File: src/rtl/cpu_status_seq_if.sv
// Handshake and STATUS-load bundle between the flag/bus requesters and cpu_status_seq.
// master = requester side (drives requests and status_in), slave = sequencer.
interface cpu_status_seq_if;
    logic       stall;
    logic       alu_req;
    logic [2:0] alu_flags;
    logic [2:0] alu_flag_mask;
    logic       bus_req;
    logic [7:0] bus_data;
    logic [7:0] status_in;
    logic [7:0] alu_to_status;
    logic [2:0] status_bus;
    logic       load_status_reg;
    logic       status_c_load;
    logic       status_dc_load;
    logic       status_z_load;
    logic       alu_ack;
    logic       bus_ack;
    logic [1:0] q_phase;

    modport master (
        output stall, alu_req, alu_flags, alu_flag_mask, bus_req, bus_data, status_in,
        input  alu_to_status, status_bus, load_status_reg, status_c_load, status_dc_load,
               status_z_load, alu_ack, bus_ack, q_phase
    );

    modport slave (
        input  stall, alu_req, alu_flags, alu_flag_mask, bus_req, bus_data, status_in,
        output alu_to_status, status_bus, load_status_reg, status_c_load, status_dc_load,
               status_z_load, alu_ack, bus_ack, q_phase
    );
endinterface

File: src/rtl/cpu_status_seq.sv
// Q1..Q4 sequencer merging ALU flag updates and bus writes into STATUS load strobes in Q4.
// Optional macro STATUS_TOPD_PROTECT_EN keeps TO/PD (bits 4:3) read-only on bus writes.
module cpu_status_seq (
    input  logic            clk,
    input  logic            rst,
    cpu_status_seq_if.slave sif
);
    typedef enum logic [1:0] {Q1 = 2'd0, Q2 = 2'd1, Q3 = 2'd2, Q4 = 2'd3} phase_t;

`ifdef STATUS_TOPD_PROTECT_EN
    localparam logic [7:0] PROTECT_MASK = 8'h18;
`else
    localparam logic [7:0] PROTECT_MASK = 8'h00;
`endif

    function automatic logic [7:0] merge_status(input logic [7:0] wr, input logic [7:0] cur);
        return (wr & ~PROTECT_MASK) | (cur & PROTECT_MASK);
    endfunction

    phase_t     phase, phase_nxt;
    logic       alu_cap, bus_cap;
    logic [2:0] flags_cap_p0, mask_cap_p0;
    logic [7:0] data_cap_p0;
    logic       alu_take, bus_take, alu_eff, bus_eff, alu_merge;
    logic [2:0] flags_eff, mask_eff;
    logic [7:0] data_eff;
    logic       load_nxt;
    logic [7:0] ats_nxt;
    logic [2:0] sbus_nxt, loads_nxt;
    logic       load_p1, alu_ack_p1, bus_ack_p1;
    logic [7:0] ats_p1;
    logic [2:0] sbus_p1, loads_p1;

    always_ff @(posedge clk or negedge rst) begin
        if (!rst) phase <= Q1;
        else      phase <= phase_nxt;
    end

    always_comb begin
        phase_nxt = phase;
        if (!sif.stall) begin
            case (phase)
                Q1:      phase_nxt = Q2;
                Q2:      phase_nxt = Q3;
                Q3:      phase_nxt = Q4;
                default: phase_nxt = Q1;
            endcase
        end
    end

    // A request seen on the Q3->Q4 edge itself still counts, so the Q4 result
    // is formed from captured values or, if not yet captured, the live inputs.
    always_comb begin
        alu_take  = sif.alu_req && !alu_cap && (phase != Q4) && !sif.stall;
        bus_take  = sif.bus_req && !bus_cap && (phase != Q4) && !sif.stall;
        alu_eff   = alu_cap || alu_take;
        bus_eff   = bus_cap || bus_take;
        flags_eff = alu_cap ? flags_cap_p0 : sif.alu_flags;
        mask_eff  = alu_cap ? mask_cap_p0  : sif.alu_flag_mask;
        data_eff  = bus_cap ? data_cap_p0  : sif.bus_data;
        alu_merge = alu_eff && (mask_eff != 3'b000);
        load_nxt  = bus_eff;
        ats_nxt   = bus_eff ? merge_status(data_eff, sif.status_in) : 8'h00;
        sbus_nxt  = (alu_merge || (alu_eff && !bus_eff)) ? flags_eff : 3'b000;
        loads_nxt = alu_merge ? mask_eff : 3'b000;
    end

    // ---- stage p0: request capture (Q1..Q3) / stage p1: Q4 strobes ----
    always_ff @(posedge clk or negedge rst) begin
        if (!rst) begin
            alu_cap    <= 1'b0;
            bus_cap    <= 1'b0;
            load_p1    <= 1'b0;
            ats_p1     <= 8'h00;
            sbus_p1    <= 3'b000;
            loads_p1   <= 3'b000;
            alu_ack_p1 <= 1'b0;
            bus_ack_p1 <= 1'b0;
        end else if (!sif.stall) begin
            if (phase == Q4) begin
                alu_cap    <= 1'b0;
                bus_cap    <= 1'b0;
                load_p1    <= 1'b0;
                ats_p1     <= 8'h00;
                sbus_p1    <= 3'b000;
                loads_p1   <= 3'b000;
                alu_ack_p1 <= 1'b0;
                bus_ack_p1 <= 1'b0;
            end else begin
                if (alu_take) alu_cap <= 1'b1;
                if (bus_take) bus_cap <= 1'b1;
                if (phase == Q3) begin
                    load_p1    <= load_nxt;
                    ats_p1     <= ats_nxt;
                    sbus_p1    <= sbus_nxt;
                    loads_p1   <= loads_nxt;
                    alu_ack_p1 <= alu_eff;
                    bus_ack_p1 <= bus_eff;
                end
            end
        end
    end

    always_ff @(posedge clk) begin
        if (alu_take) begin
            flags_cap_p0 <= sif.alu_flags;
            mask_cap_p0  <= sif.alu_flag_mask;
        end
        if (bus_take) data_cap_p0 <= sif.bus_data;
    end

    assign sif.q_phase         = phase;
    assign sif.load_status_reg = load_p1;
    assign sif.alu_to_status   = ats_p1;
    assign sif.status_bus      = sbus_p1;
    assign sif.status_c_load   = loads_p1[0];
    assign sif.status_dc_load  = loads_p1[1];
    assign sif.status_z_load   = loads_p1[2];
    assign sif.alu_ack         = alu_ack_p1;
    assign sif.bus_ack         = bus_ack_p1;
endmodule

File: src/flat_wrapper.sv
// flat-port wrapper written by rule: the top's interface ports become plain ports
module cpu_status_seq_flat 
  (clk, rst, sif_stall, sif_alu_req, sif_alu_flags, sif_alu_flag_mask, sif_bus_req, sif_bus_data, sif_status_in, sif_alu_to_status, sif_status_bus, sif_load_status_reg, sif_status_c_load, sif_status_dc_load, sif_status_z_load, sif_alu_ack, sif_bus_ack, sif_q_phase);
  cpu_status_seq_if sif_i ();
  input  logic clk;
  input  logic rst;
  input wire logic [$bits(sif_i.stall)-1:0] sif_stall;
  input wire logic [$bits(sif_i.alu_req)-1:0] sif_alu_req;
  input wire logic [$bits(sif_i.alu_flags)-1:0] sif_alu_flags;
  input wire logic [$bits(sif_i.alu_flag_mask)-1:0] sif_alu_flag_mask;
  input wire logic [$bits(sif_i.bus_req)-1:0] sif_bus_req;
  input wire logic [$bits(sif_i.bus_data)-1:0] sif_bus_data;
  input wire logic [$bits(sif_i.status_in)-1:0] sif_status_in;
  output wire logic [$bits(sif_i.alu_to_status)-1:0] sif_alu_to_status;
  output wire logic [$bits(sif_i.status_bus)-1:0] sif_status_bus;
  output wire logic [$bits(sif_i.load_status_reg)-1:0] sif_load_status_reg;
  output wire logic [$bits(sif_i.status_c_load)-1:0] sif_status_c_load;
  output wire logic [$bits(sif_i.status_dc_load)-1:0] sif_status_dc_load;
  output wire logic [$bits(sif_i.status_z_load)-1:0] sif_status_z_load;
  output wire logic [$bits(sif_i.alu_ack)-1:0] sif_alu_ack;
  output wire logic [$bits(sif_i.bus_ack)-1:0] sif_bus_ack;
  output wire logic [$bits(sif_i.q_phase)-1:0] sif_q_phase;
  assign sif_i.stall = sif_stall;
  assign sif_i.alu_req = sif_alu_req;
  assign sif_i.alu_flags = sif_alu_flags;
  assign sif_i.alu_flag_mask = sif_alu_flag_mask;
  assign sif_i.bus_req = sif_bus_req;
  assign sif_i.bus_data = sif_bus_data;
  assign sif_i.status_in = sif_status_in;
  assign sif_alu_to_status = sif_i.alu_to_status;
  assign sif_status_bus = sif_i.status_bus;
  assign sif_load_status_reg = sif_i.load_status_reg;
  assign sif_status_c_load = sif_i.status_c_load;
  assign sif_status_dc_load = sif_i.status_dc_load;
  assign sif_status_z_load = sif_i.status_z_load;
  assign sif_alu_ack = sif_i.alu_ack;
  assign sif_bus_ack = sif_i.bus_ack;
  assign sif_q_phase = sif_i.q_phase;
  cpu_status_seq u_core (.clk(clk), .rst(rst), .sif(sif_i));
endmodule
File: config.mk
export PLATFORM = sky130hd
export DESIGN_NAME = cpu_status_seq_flat
export DESIGN_NICKNAME = d
export VERILOG_FILES = /design/src/rtl/cpu_status_seq_if.sv /design/src/rtl/cpu_status_seq.sv /design/src/flat_wrapper.sv
export SDC_FILE = /design/constraint.sdc
export NUM_CORES = 1
export LEC_CHECK = 0
export ABC_CLOCK_PERIOD_IN_PS = 1700
export CORE_MARGIN = 4
export CORE_UTILIZATION = 41
export DETAILED_ROUTE_END_ITERATION = 7
export MAX_ROUTING_LAYER = met4
export PLACE_DENSITY = 0.76
export SETUP_SLACK_MARGIN = 0.15
export SLEW_MARGIN = 15
export SYNTH_ARGS = -nofsm -noshare
export SYNTH_HDL_FRONTEND = slang
export SYNTH_SLANG_ARGS = --single-unit
File: constraint.sdc
create_clock -name clk -period 1.7 [get_ports clk]
set_clock_uncertainty 0.05 [all_clocks]
set_input_delay 0.255 -clock clk [delete_from_list [all_inputs] [get_ports clk]]
set_output_delay 0.255 -clock clk [all_outputs]
set_load 0.02 [all_outputs]
==> run_results.csv <==
group,metric,value,unit
logic_synthesis,avgSynthCellArea,13.04,um2
flow_run,cap_violations,0,
logic_synthesis,ys_ff_latch,34,
logic_synthesis,yosysSeqAreaShare,0.6361,
floorplanning,dieArea,0.004545,mm2
logic_synthesis,ys_types,23,
worst_setup_path,critPathKind,"flop to flop",
clock_network,cts_hold_buf,0,
clock_network,clk_pin_slew,0.10,ns
logic_synthesis,yosysMostFrequentCell,"dfrtp_1",
logic_synthesis,synth_commonest_cells,"dfrtp_1, nand2_1, edfxtp_1, mux2i_1, o21ai_0",
final_layout,nNetsFinal,192,
worst_setup_path,worstPathArrival,1.49,ns
route,routedWlPerCell,14.67,um
route,wirelength,3.052,mm
route,first_iter_violations,40,
worst_setup_path,startpoint_type,"flop",
timing,setup_viol,0,
pwr,cellLeakagePower,0.9397,nW
clock_network,clk_latency,0.33,ns
clock_network,numCtsBuffers,5,
grt,grt_antenna_before_repair,0,
floorplanning,initial_utilization,0.4304,
clock_network,root_buffer,"clkbuf_4",
final_layout,layout-drive-gt1-share,0.2284,
logic_synthesis,synth_edf_count,14,
timing,max_freq,653.7,MHz
placed_design,portBuffers,37,
route,via_per_inst,4.846,
timing,finalHoldViolations,0,
timing,rsz0062_at_grt,"yes",
grt,gr-total-overflow,0,
placed_design,dp_cells,195,
timing,timing.final.ws_setup,0.1704,ns
grt,grt_pass1_wl,4.926,mm
grt,grt_util_all_layers,0.1552,
logic_synthesis,ys.flop_type,"dfrtp_1",
logic_synthesis,yosysTopAreaCell,"dfrtp_1",
worst_setup_path,reg2regPathDepth,3,
final_layout,fin_cells,208,
route,firstDrtPassIters,4,
run_status,outcome,"complete, no violations",
timing,post-route-period-util,0.8998,
pwr,vdd_ir_drop_max,825.8,uV
floorplanning,die_w,67.42,um
worst_hold_path,hold_class,"input pin to asynchronous set/reset pin",
clock_network,cts_buffer_depth,2,
floorplanning,chipHeight,67.42,um
placed_design,gp_congestion,0.7312,
worst_setup_path,r2r_setup_slack,0.17,ns
final_layout,final_area,0.002071,mm2
grt,grt_max_degree,21,
timing,layout_min_cycle_time,1.530,ns
clock_network,h-tree-depth,2,
worst_setup_path,cp_max_fo,8,
logic_synthesis,ys_top_cells_by_area,"dfrtp_1, edfxtp_1, mux2i_1",
logic_synthesis,syn-num-nets,142,
floorplanning,io_pins,46,
logic_synthesis,netlist_area,0.001448,mm2
timing,drv_slew,0,
final_layout,diodes,0,
route,ant_nets,0,
pwr,finalPower,3.132,mW
logic_synthesis,yosys_warnings,0,
logic_synthesis,netlist_instances,111,
final_layout,nFillCells,294,
worst_setup_path,worstPathRequired,1.66,ns
final_layout,area_delta_synth_final,43.04,%
logic_synthesis,yosys.area.top_type_share,0.3457,
worst_setup_path,reg2reg_to,"u_core.data_cap_p0[4]",
clock_network,cts_sinks,34,
route,via_count,1008,
worst_setup_path,r2r_start,"u_core.sif.q_phase[0]",
timing,slew_headroom,0.5073,
worst_setup_path,end_kind,"flop",
route,drc,0,
pwr,powerDensity,1513,mW/mm2
placed_design,pre_cts_ws,-0.01140,ns
timing,worstMarginPinSlew,0.7391,ns
floorplanning,core,0.003363,mm2
logic_synthesis,synthArstFlopShare,0.5882,
placed_design,place_area,0.001922,mm2
timing,finalSetupTns,0,ns
floorplanning,num_rows,21,
placed_design,place_hpwl,2.195,mm
grt,first_global_vias,1084,
clock_network,cts_tree,"built",
-- worst max path at each step --
| stage | startpoint | to | slack (ns) |
|---|---|---|---|
| after floorplan | u_core.sif.q_phase[1] | u_core.data_cap_p0[0] | 0.16 |
| after global placement | sif_bus_req | u_core.data_cap_p0[6] | -0.03 |
| after detailed placement | sif_bus_req | u_core.data_cap_p0[6] | -0.01 |
| after CTS | u_core.sif.q_phase[0] | u_core.data_cap_p0[4] | 0.17 |
| after global routing | u_core.alu_cap | u_core.sif.status_bus[2] | 0.10 |
| final | u_core.sif.q_phase[0] | u_core.data_cap_p0[4] | 0.17 |
-- cells in the final DEF, fill, tap and decap left out, types with 2 or more instances in the layout --
| cell | count |
|---|---|
| ha_1 | 2 |
| ha_4 | 2 |
| o21ai_4 | 2 |
| edfxtp_1 | 14 |
| o31ai_2 | 3 |
| dfrtp_1 | 18 |
| o21ai_0 | 4 |
| o21ai_2 | 3 |
| clkdlybuf4s50_1 | 18 |
| nor2_1 | 3 |
| nand2_1 | 19 |
| a21oi_1 | 2 |
| mux2i_1 | 14 |
| o21ai_1 | 5 |
| buf_4 | 9 |
| clkbuf_4 | 5 |
| dfrtp_2 | 2 |
| dlygate4sd2_1 | 19 |
| nor3b_4 | 2 |
| inv_1 | 2 |
-- critical path: stages (launching register included) --
cell,delay (ns)
dfrtp_2,0.46
ha_4,0.22
nor3b_4,0.20
nor2b_4,0.30
-- layout make-up --
class                      instances  area, um2  area share
inverter                           3      11.26    0.005438
sequential                        34      923.4      0.4459
clock inverter                     1      5.005    0.002417
clock buffer                       7      55.05     0.02659
timing repair buffer              47      425.4      0.2054
multi-input combinational         70      593.1      0.2864
tap                               46      57.56     0.02779
-- per-stage QoR --
stage / utilization / hold slack, ns
global placement: 0.5714 / 0.4106
CTS: 0.6004 / 0.1937
detailed placement: 0.5714 / 0.4176
finish: 0.6157 / 0.1987
floorplan: - / -0.09059
global route: 0.6157 / 0.1968
-- metal layers --
layer | up-vias | routed length, um | track usage
met5 | - | 0 | -
met4 | 0 | 35 | 0.06582
met3 | 4 | 123 | 0.06156
met2 | 25 | 1547 | 0.2429
met1 | 483 | 1345 | 0.1767
li1 | 496 | - | -
-- cells by family (layout without fill, tap and decap cells) --
kind of cell    after synthesis  count (layout)  share of synthesized area
flops                        34              34                     0.6361
simple gates                 29              29                     0.1003
compound gates               21              22                    0.09162
mux                          15              15                     0.1046
buf+inv                       8              58                    0.03284
fa+ha+maj                     4               4                    0.03457
-- report_power, final --
part	leakage, nW	internal, mW	switching [mW]
Clock	0.0353	0.200	0.252
Combinational	0.527	0.634	0.720
Sequential	0.378	1.08	0.244
-- repair_timing --
action,CTS,global route
pin swaps,1,2
gates cloned,0,1
buffers inserted,2,2
gates resized for setup,30,10
endpoints found under the setup margin,43,22
Note: power is estimated with default switching activity, not from simulation.
